`config.mk`:
```
export PLATFORM = sky130hd
export DESIGN_NAME = spi_reg_ctrl_flat
export DESIGN_NICKNAME = d
export VERILOG_FILES = /design/src/rtl/spi_reg_ctrl_pkg.sv /design/src/rtl/spi_reg_ctrl_if.sv /design/src/rtl/spi_cs_sync.sv /design/src/rtl/spi_reg_ctrl.sv /design/src/flat_wrapper.sv
export SDC_FILE = /design/constraint.sdc
export NUM_CORES = 1
export LEC_CHECK = 0
export CAP_MARGIN = 10
export CORE_UTILIZATION = 54
export DETAILED_ROUTE_END_ITERATION = 10
export GPL_ROUTABILITY_DRIVEN = 1
export PLACE_DENSITY_LB_ADDON = 0.08
export SYNTH_ARGS = -nofsm -noshare
export SYNTH_HDL_FRONTEND = slang
export SYNTH_SLANG_ARGS = --single-unit
```
`constraint.sdc`:
```
create_clock -name clk -period 4.65 [get_ports clk]
set_input_delay 0.93 -clock clk [delete_from_list [all_inputs] [get_ports clk]]
set_output_delay 0.93 -clock clk [all_outputs]
set_load 0.005 [all_outputs]
```
`src/rtl/spi_reg_ctrl_pkg.sv`:
```
// rtl/spi_reg_ctrl_pkg.sv - shared types, constants and address helpers for the SPI register sequencer
package spi_reg_ctrl_pkg;

  localparam int         ADDR_W           = 7;
  localparam int         CMD_RW_BIT       = 7;
  localparam logic [7:0] DEFAULT_ERR_BYTE = 8'hEE;

  typedef enum logic [2:0] {
    ST_IDLE,
    ST_CMD,
    ST_WDATA,
    ST_RD_REQ,
    ST_RD_LOAD,
    ST_RD_WAIT,
    ST_DROP
  } state_t;

  function automatic logic addr_ok(input logic [ADDR_W-1:0] a, input int unsigned num_regs);
    logic [31:0] aw;
    aw = {{(32-ADDR_W){1'b0}}, a};
    return aw < num_regs;
  endfunction

  // Burst addresses wrap back to 0 after the last implemented register.
  function automatic logic [ADDR_W-1:0] addr_inc(input logic [ADDR_W-1:0] a, input int unsigned num_regs);
    if (a == ADDR_W'(num_regs - 1)) return '0;
    return a + ADDR_W'(1);
  endfunction

endpackage

```
`src/rtl/spi_reg_ctrl_if.sv`:
```
// rtl/spi_reg_ctrl_if.sv - byte-stream, register-bus and status signals of the SPI register sequencer
interface spi_reg_ctrl_if;
  import spi_reg_ctrl_pkg::*;

  logic              spi_cs;
  logic              rx_dv;
  logic [7:0]        rx_byte;
  logic [7:0]        tx_byte;
  logic              tx_dv;
  logic [ADDR_W-1:0] reg_addr;
  logic [7:0]        reg_wdata;
  logic              reg_we;
  logic              reg_re;
  logic [7:0]        reg_rdata;
  logic              busy;
  logic              frame_done;
  logic              err_addr;
  logic              err_ovr;
  logic              err_clr;

  modport master (
    input  spi_cs, rx_dv, rx_byte, reg_rdata, err_clr,
    output tx_byte, tx_dv, reg_addr, reg_wdata, reg_we, reg_re,
           busy, frame_done, err_addr, err_ovr
  );

  modport slave (
    output spi_cs, rx_dv, rx_byte, reg_rdata, err_clr,
    input  tx_byte, tx_dv, reg_addr, reg_wdata, reg_we, reg_re,
           busy, frame_done, err_addr, err_ovr
  );

endinterface

```
`src/rtl/spi_cs_sync.sv`:
```
// rtl/spi_cs_sync.sv - two-flop chip-select synchronizer with frame start/end pulses
module spi_cs_sync (
  input  logic clk,
  input  logic reset,
  input  logic spi_cs,
  output logic cs_start,
  output logic cs_end
);

  logic cs_meta;
  logic cs_sync;
  logic cs_act_d;
  logic cs_act;

  always_ff @(posedge clk or posedge reset) begin
    if (reset) begin
      cs_meta  <= 1'b1;
      cs_sync  <= 1'b1;
      cs_act_d <= 1'b0;
    end else begin
      cs_meta  <= spi_cs;
      cs_sync  <= cs_meta;
      cs_act_d <= ~cs_sync;
    end
  end

  assign cs_act   = ~cs_sync;
  assign cs_start = cs_act & ~cs_act_d;
  assign cs_end   = ~cs_act & cs_act_d;

endmodule

```
`src/rtl/spi_reg_ctrl.sv`:
```
// rtl/spi_reg_ctrl.sv - turns SPI slave bytes into register writes/reads with read data returned one byte behind
module spi_reg_ctrl
  import spi_reg_ctrl_pkg::*;
#(
  parameter int unsigned NUM_REGS = 16,
  parameter logic [7:0]  ERR_BYTE = DEFAULT_ERR_BYTE
) (
  input  logic           clk,
  input  logic           reset,
  spi_reg_ctrl_if.master bus
);

  state_t            state, state_nxt;
  logic [ADDR_W-1:0] addr, addr_nxt;
  logic [ADDR_W-1:0] rx_addr;
  logic [ADDR_W-1:0] reg_addr_nxt;
  logic [7:0]        tx_byte_nxt;
  logic [7:0]        reg_wdata_nxt;
  logic              tx_dv_nxt;
  logic              reg_we_nxt;
  logic              reg_re_nxt;
  logic              set_err_addr;
  logic              set_err_ovr;
  logic              cs_start;
  logic              cs_end;

  spi_cs_sync u_cs_sync (
    .clk      (clk),
    .reset    (reset),
    .spi_cs   (bus.spi_cs),
    .cs_start (cs_start),
    .cs_end   (cs_end)
  );

  assign rx_addr  = bus.rx_byte[ADDR_W-1:0];
  assign bus.busy = (state != ST_IDLE);

  always_comb begin
    state_nxt     = state;
    addr_nxt      = addr;
    tx_byte_nxt   = bus.tx_byte;
    tx_dv_nxt     = 1'b0;
    reg_addr_nxt  = bus.reg_addr;
    reg_wdata_nxt = bus.reg_wdata;
    reg_we_nxt    = 1'b0;
    reg_re_nxt    = 1'b0;
    set_err_addr  = 1'b0;
    set_err_ovr   = 1'b0;

    case (state)
      ST_IDLE: begin
        if (cs_start) state_nxt = ST_CMD;
      end
      ST_CMD: begin
        if (bus.rx_dv) begin
          addr_nxt = rx_addr;
          if (!addr_ok(rx_addr, NUM_REGS)) begin
            set_err_addr = 1'b1;
            tx_byte_nxt  = ERR_BYTE;
            tx_dv_nxt    = 1'b1;
            state_nxt    = ST_DROP;
          end else if (bus.rx_byte[CMD_RW_BIT]) begin
            state_nxt = ST_WDATA;
          end else begin
            reg_re_nxt   = 1'b1;
            reg_addr_nxt = rx_addr;
            state_nxt    = ST_RD_REQ;
          end
        end
      end
      ST_WDATA: begin
        if (bus.rx_dv) begin
          reg_we_nxt    = 1'b1;
          reg_addr_nxt  = addr;
          reg_wdata_nxt = bus.rx_byte;
          addr_nxt      = addr_inc(addr, NUM_REGS);
        end
      end
      // reg_re is already high during RD_REQ; the fetched data is taken in RD_LOAD.
      ST_RD_REQ: begin
        if (bus.rx_dv) set_err_ovr = 1'b1;
        state_nxt = ST_RD_LOAD;
      end
      ST_RD_LOAD: begin
        if (bus.rx_dv) set_err_ovr = 1'b1;
        tx_byte_nxt = bus.reg_rdata;
        tx_dv_nxt   = 1'b1;
        state_nxt   = ST_RD_WAIT;
      end
      ST_RD_WAIT: begin
        if (bus.rx_dv) begin
          addr_nxt     = addr_inc(addr, NUM_REGS);
          reg_re_nxt   = 1'b1;
          reg_addr_nxt = addr_inc(addr, NUM_REGS);
          state_nxt    = ST_RD_REQ;
        end
      end
      ST_DROP: begin
        state_nxt = ST_DROP;
      end
      default: begin
        state_nxt = ST_IDLE;
      end
    endcase

    // A byte landing with the CS release still commits its write, but starts no new read.
    if (cs_end) begin
      state_nxt  = ST_IDLE;
      reg_re_nxt = 1'b0;
      tx_dv_nxt  = 1'b0;
    end
  end

  always_ff @(posedge clk or posedge reset) begin
    if (reset) begin
      state          <= ST_IDLE;
      addr           <= '0;
      bus.tx_byte    <= '0;
      bus.tx_dv      <= 1'b0;
      bus.reg_addr   <= '0;
      bus.reg_wdata  <= '0;
      bus.reg_we     <= 1'b0;
      bus.reg_re     <= 1'b0;
      bus.frame_done <= 1'b0;
      bus.err_addr   <= 1'b0;
      bus.err_ovr    <= 1'b0;
    end else begin
      state          <= state_nxt;
      addr           <= addr_nxt;
      bus.tx_byte    <= tx_byte_nxt;
      bus.tx_dv      <= tx_dv_nxt;
      bus.reg_addr   <= reg_addr_nxt;
      bus.reg_wdata  <= reg_wdata_nxt;
      bus.reg_we     <= reg_we_nxt;
      bus.reg_re     <= reg_re_nxt;
      bus.frame_done <= cs_end;
      bus.err_addr   <= set_err_addr | (bus.err_addr & ~bus.err_clr);
      bus.err_ovr    <= set_err_ovr  | (bus.err_ovr  & ~bus.err_clr);
    end
  end

endmodule
```
`src/flat_wrapper.sv`:
```
// flat-port wrapper written by rule: the top's interface ports become plain ports
module spi_reg_ctrl_flat import spi_reg_ctrl_pkg::*;
#(
  parameter int unsigned NUM_REGS = 16,
  parameter logic [7:0]  ERR_BYTE = DEFAULT_ERR_BYTE
)
  (clk, reset, bus_spi_cs, bus_rx_dv, bus_rx_byte, bus_reg_rdata, bus_err_clr, bus_tx_byte, bus_tx_dv, bus_reg_addr, bus_reg_wdata, bus_reg_we, bus_reg_re, bus_busy, bus_frame_done, bus_err_addr, bus_err_ovr);
  spi_reg_ctrl_if bus_i ();
  input  logic clk;
  input  logic reset;
  input wire logic [$bits(bus_i.spi_cs)-1:0] bus_spi_cs;
  input wire logic [$bits(bus_i.rx_dv)-1:0] bus_rx_dv;
  input wire logic [$bits(bus_i.rx_byte)-1:0] bus_rx_byte;
  input wire logic [$bits(bus_i.reg_rdata)-1:0] bus_reg_rdata;
  input wire logic [$bits(bus_i.err_clr)-1:0] bus_err_clr;
  output wire logic [$bits(bus_i.tx_byte)-1:0] bus_tx_byte;
  output wire logic [$bits(bus_i.tx_dv)-1:0] bus_tx_dv;
  output wire logic [$bits(bus_i.reg_addr)-1:0] bus_reg_addr;
  output wire logic [$bits(bus_i.reg_wdata)-1:0] bus_reg_wdata;
  output wire logic [$bits(bus_i.reg_we)-1:0] bus_reg_we;
  output wire logic [$bits(bus_i.reg_re)-1:0] bus_reg_re;
  output wire logic [$bits(bus_i.busy)-1:0] bus_busy;
  output wire logic [$bits(bus_i.frame_done)-1:0] bus_frame_done;
  output wire logic [$bits(bus_i.err_addr)-1:0] bus_err_addr;
  output wire logic [$bits(bus_i.err_ovr)-1:0] bus_err_ovr;
  assign bus_i.spi_cs = bus_spi_cs;
  assign bus_i.rx_dv = bus_rx_dv;
  assign bus_i.rx_byte = bus_rx_byte;
  assign bus_i.reg_rdata = bus_reg_rdata;
  assign bus_i.err_clr = bus_err_clr;
  assign bus_tx_byte = bus_i.tx_byte;
  assign bus_tx_dv = bus_i.tx_dv;
  assign bus_reg_addr = bus_i.reg_addr;
  assign bus_reg_wdata = bus_i.reg_wdata;
  assign bus_reg_we = bus_i.reg_we;
  assign bus_reg_re = bus_i.reg_re;
  assign bus_busy = bus_i.busy;
  assign bus_frame_done = bus_i.frame_done;
  assign bus_err_addr = bus_i.err_addr;
  assign bus_err_ovr = bus_i.err_ovr;
  spi_reg_ctrl #(.NUM_REGS(NUM_REGS), .ERR_BYTE(ERR_BYTE)) u_core (.clk(clk), .reset(reset), .bus(bus_i));
endmodule
```
==> impl_metrics.tcl <==
set metrics [dict create \
    grt_pass1_vias 1730 \
    ctsHoldBuffers 0 \
    ios 51 \
    cts_setup_buffers 0 \
    worstSetupEndpointType "primary output" \
    initial_core_util_pct 58.6 \
    synth.avg_cell_area_um2 10.3 \
    cts_inserted_buffers 5 \
    drt-vias-per-instance 5.99 \
    drt_iter0_markers 260 \
    crit_arrival_ps 1860 \
    hold_path_class "flop to flop" \
    dpl.hpwl_um 3490 \
    switchingPower_uw 667 \
    fin_nets 282 \
    cts_max_level 2 \
    ys_ff_latch 42 \
    dieHeight_um 66.2 \
    comb_power_share_pct 46.1 \
    finalWeightedCongestion 0.929 \
    fin_skew_ps 4.98 \
    vias 1850 \
    worst_pin_slew_ps 880 \
    ir_worst_vdd_mv 0.312 \
    period_share_pct 60.0 \
    power-per-cell-area_mw_per_mm2 648 \
    postRouteAntennaNets 0 \
    area_growth_pct 26.5 \
    clk_pin_slew_worst_paths_ps 70 \
    ys.warnings.count 0 \
    numPortBuffers 50 \
    die_w_um 66.2 \
    multiInputGateArea_mm2 0.00103 \
    cp_slowest_cell "dfrtp_1" \
    cts_tree "yes" \
    critical_path_required_ps 3720 \
    seq_area_mm2 0.00105 \
    ys_top_cells_by_area "dfrtp_1 45%, mux2_2 4.6%, o22a_1 3.5%, inv_1 2.5%, a21oi_1 2.5%" \
    period_needed_ps 2790 \
    clk_latency_ps 300 \
    dp_cells 301 \
    grt_pass1_wl_um 8390 \
    async_reset_ff_share_pct 100 \
    core_area_mm2 0.00380 \
    setup_viol 0 \
    drv_cap 0 \
    fill_cells 288 \
    wl_um 4900 \
    hold_viol 0 \
    final_cell_count_no_fill 309 \
    rsz0062_at_grt "false" \
    path_max_fanout 22 \
    drc 0 \
    diodes 0 \
    yosysTopAreaCellShare_pct 45.0 \
    grt_usage_pct 25.7 \
    slew_violations 0 \
    syn_inst 216 \
    grt_overflow 0 \
    synth_nets 238 \
    seq_power_share_pct 38.6 \
    ys_seq_area_share_pct 47.4 \
    max_stage_delay_ps 640 \
    synth_cell_type_count 62 \
    start_kind "flop" \
    path_class "flop to primary output" \
    dr.pass1.iters 4 \
    slew_headroom_pct 41.0 \
    tns_ps 0 \
    yosys.area.top_type "dfrtp_1" \
    clock_sinks 42 \
    ctsResizeCount 0 \
    final_layout_size_suffix_gt1_share_pct 11.9 \
    clockPowerShare_pct 15.3 \
    swShare_pct 36.6 \
    grt_max_degree 25 \
    fmax_ghz 0.359 \
    cts_root_buf "clkbuf_8" \
    synth_enable_flop_cells 0 \
    p_int_mw 1.16 \
    dieArea_mm2 0.00438 \
    status "completed" \
    leakage_nw 1.15 \
    clockBufferDepth 2 \
    rows 22 \
    post_drt_wl_per_cell_um 15.9 \
    synth_flop_cell "dfrtp_1" \
    crit_chain "or3_1, clkdlybuf4s50_1" \
    antenna_found_initial 0 \
    syn_area_mm2 0.00222 \
]
## state kept, by name, indices dropped and copies added, names as in the netlist
name and count:
u_core.u_cs_sync.cs_meta 1, u_core.bus.tx_byte 8, u_core.bus.reg_addr 7, u_core.bus.tx_dv 1, u_core.bus.reg_wdata 8, u_core.bus.err_ovr 1, u_core.state 3, u_core.u_cs_sync.cs_act_d 1
u_core.bus.frame_done 1, u_core.bus.reg_we 1, u_core.u_cs_sync.cs_sync 1, u_core.bus.err_addr 1, u_core.addr 7, u_core.bus.reg_re 1
## cell type report
type                            count  area share [%]
Clock inverter                      1            1.07
Timing Repair Buffer               51            18.1
Sequential cell                    42            37.4
Clock buffer                        7            2.71
Inverter                           15            2.00
Tap cell                           48            2.13
Multi-Input combinational cell    145            36.6
## per-layer routing
layer,wire (um),share of wire (%),up-vias,global-route usage (%)
met3,276,5.6,7,4.31
met2,2160,44,76,36.1
met5,0,0,-,0
met4,82,1.7,0,11.4
met1,2380,48,885,38.5
li1,-,-,882,-
## synthesized netlist by cell type (all sizes together), types with 3 or more instances
library cell	instances
nor3	5
nand3b	3
o22a	9
a22oi	4
nand3	7
mux2	9
nor2b	5
o21ai	11
nand2	14
dfrtp	40
nor2	12
nand2b	4
inv	15
o22ai	6
buf	12
a31oi	5
a21oi	12
o221ai	3
## stage by stage
step	worst slack, ps	power (mW)	area (um^2)	util, %	hold slack, ps
global placement	2000	1.53	2710	71.3	346
global route	1790	1.96	2810	74.1	366
CTS	1860	1.83	2810	74.1	361
floorplan	2630	1.22	2220	-	345
finish	1860	1.82	2810	74.1	360
detailed placement	1960	1.54	2710	71.3	350
## logic make-up after synthesis
kind of cell / share of synthesized area (%)
flip-flops: 47.4
buffers and inverters: 6.36
AND/OR/NAND/NOR: 16.9
XOR/XNOR: 0.394
multiplexers: 5.01
AO/OA/AOI/OAI: 23.4
adder cells (fa/ha/maj): 0.562
## worst max-delay path: cells and delay by family, from the launching register on
family | cells | cell delay, ps
buffers and inverters | 1 | 450
and+or+nand+nor | 1 | 460
DFF | 1 | 640
## power by group through the flow
stage	clock, mW	combinational, mW	sequential (mW)
finish	0.279	0.841	0.704
global route	0.300	0.926	0.732
CTS	0.287	0.843	0.704
detailed placement	0	0.835	0.708
global placement	0	0.828	0.704
floorplan	0	0.596	0.620
## final timing paths
kind                                               start                  endpoint  slack (ps)  cells after the start
worst max-delay path                     u_core.state[2]                  bus_busy        1860                      2
worst min-delay path            u_core.u_cs_sync.cs_meta  u_core.u_cs_sync.cs_sync         360                      0
worst max register to register           u_core.state[1]            u_core.addr[3]        2450                      4
worst min register to register  u_core.u_cs_sync.cs_meta  u_core.u_cs_sync.cs_sync         360                      0
max in group asynchronous                          reset  u_core.u_cs_sync.cs_sync        2800                      3
min in group asynchronous                          reset   u_core.bus.reg_wdata[7]        1030                      2
## cells in the final DEF, fill, tap and decap left out, drive strengths merged, types with 3 or more instances in the layout
cell type       n
a21oi          12
nand2b          4
clkbuf          7
nor3            5
o21ai          11
clkdlybuf4s50  50
a22oi           4
nand2          14
dfrtp          40
nand3           7
o221ai          3
mux2            9
nand3b          3
o22a            9
o22ai           6
nor2b           5
nor2           12
a31oi           5
inv            15
No activity file was read; power rests on OpenSTA's default activity.
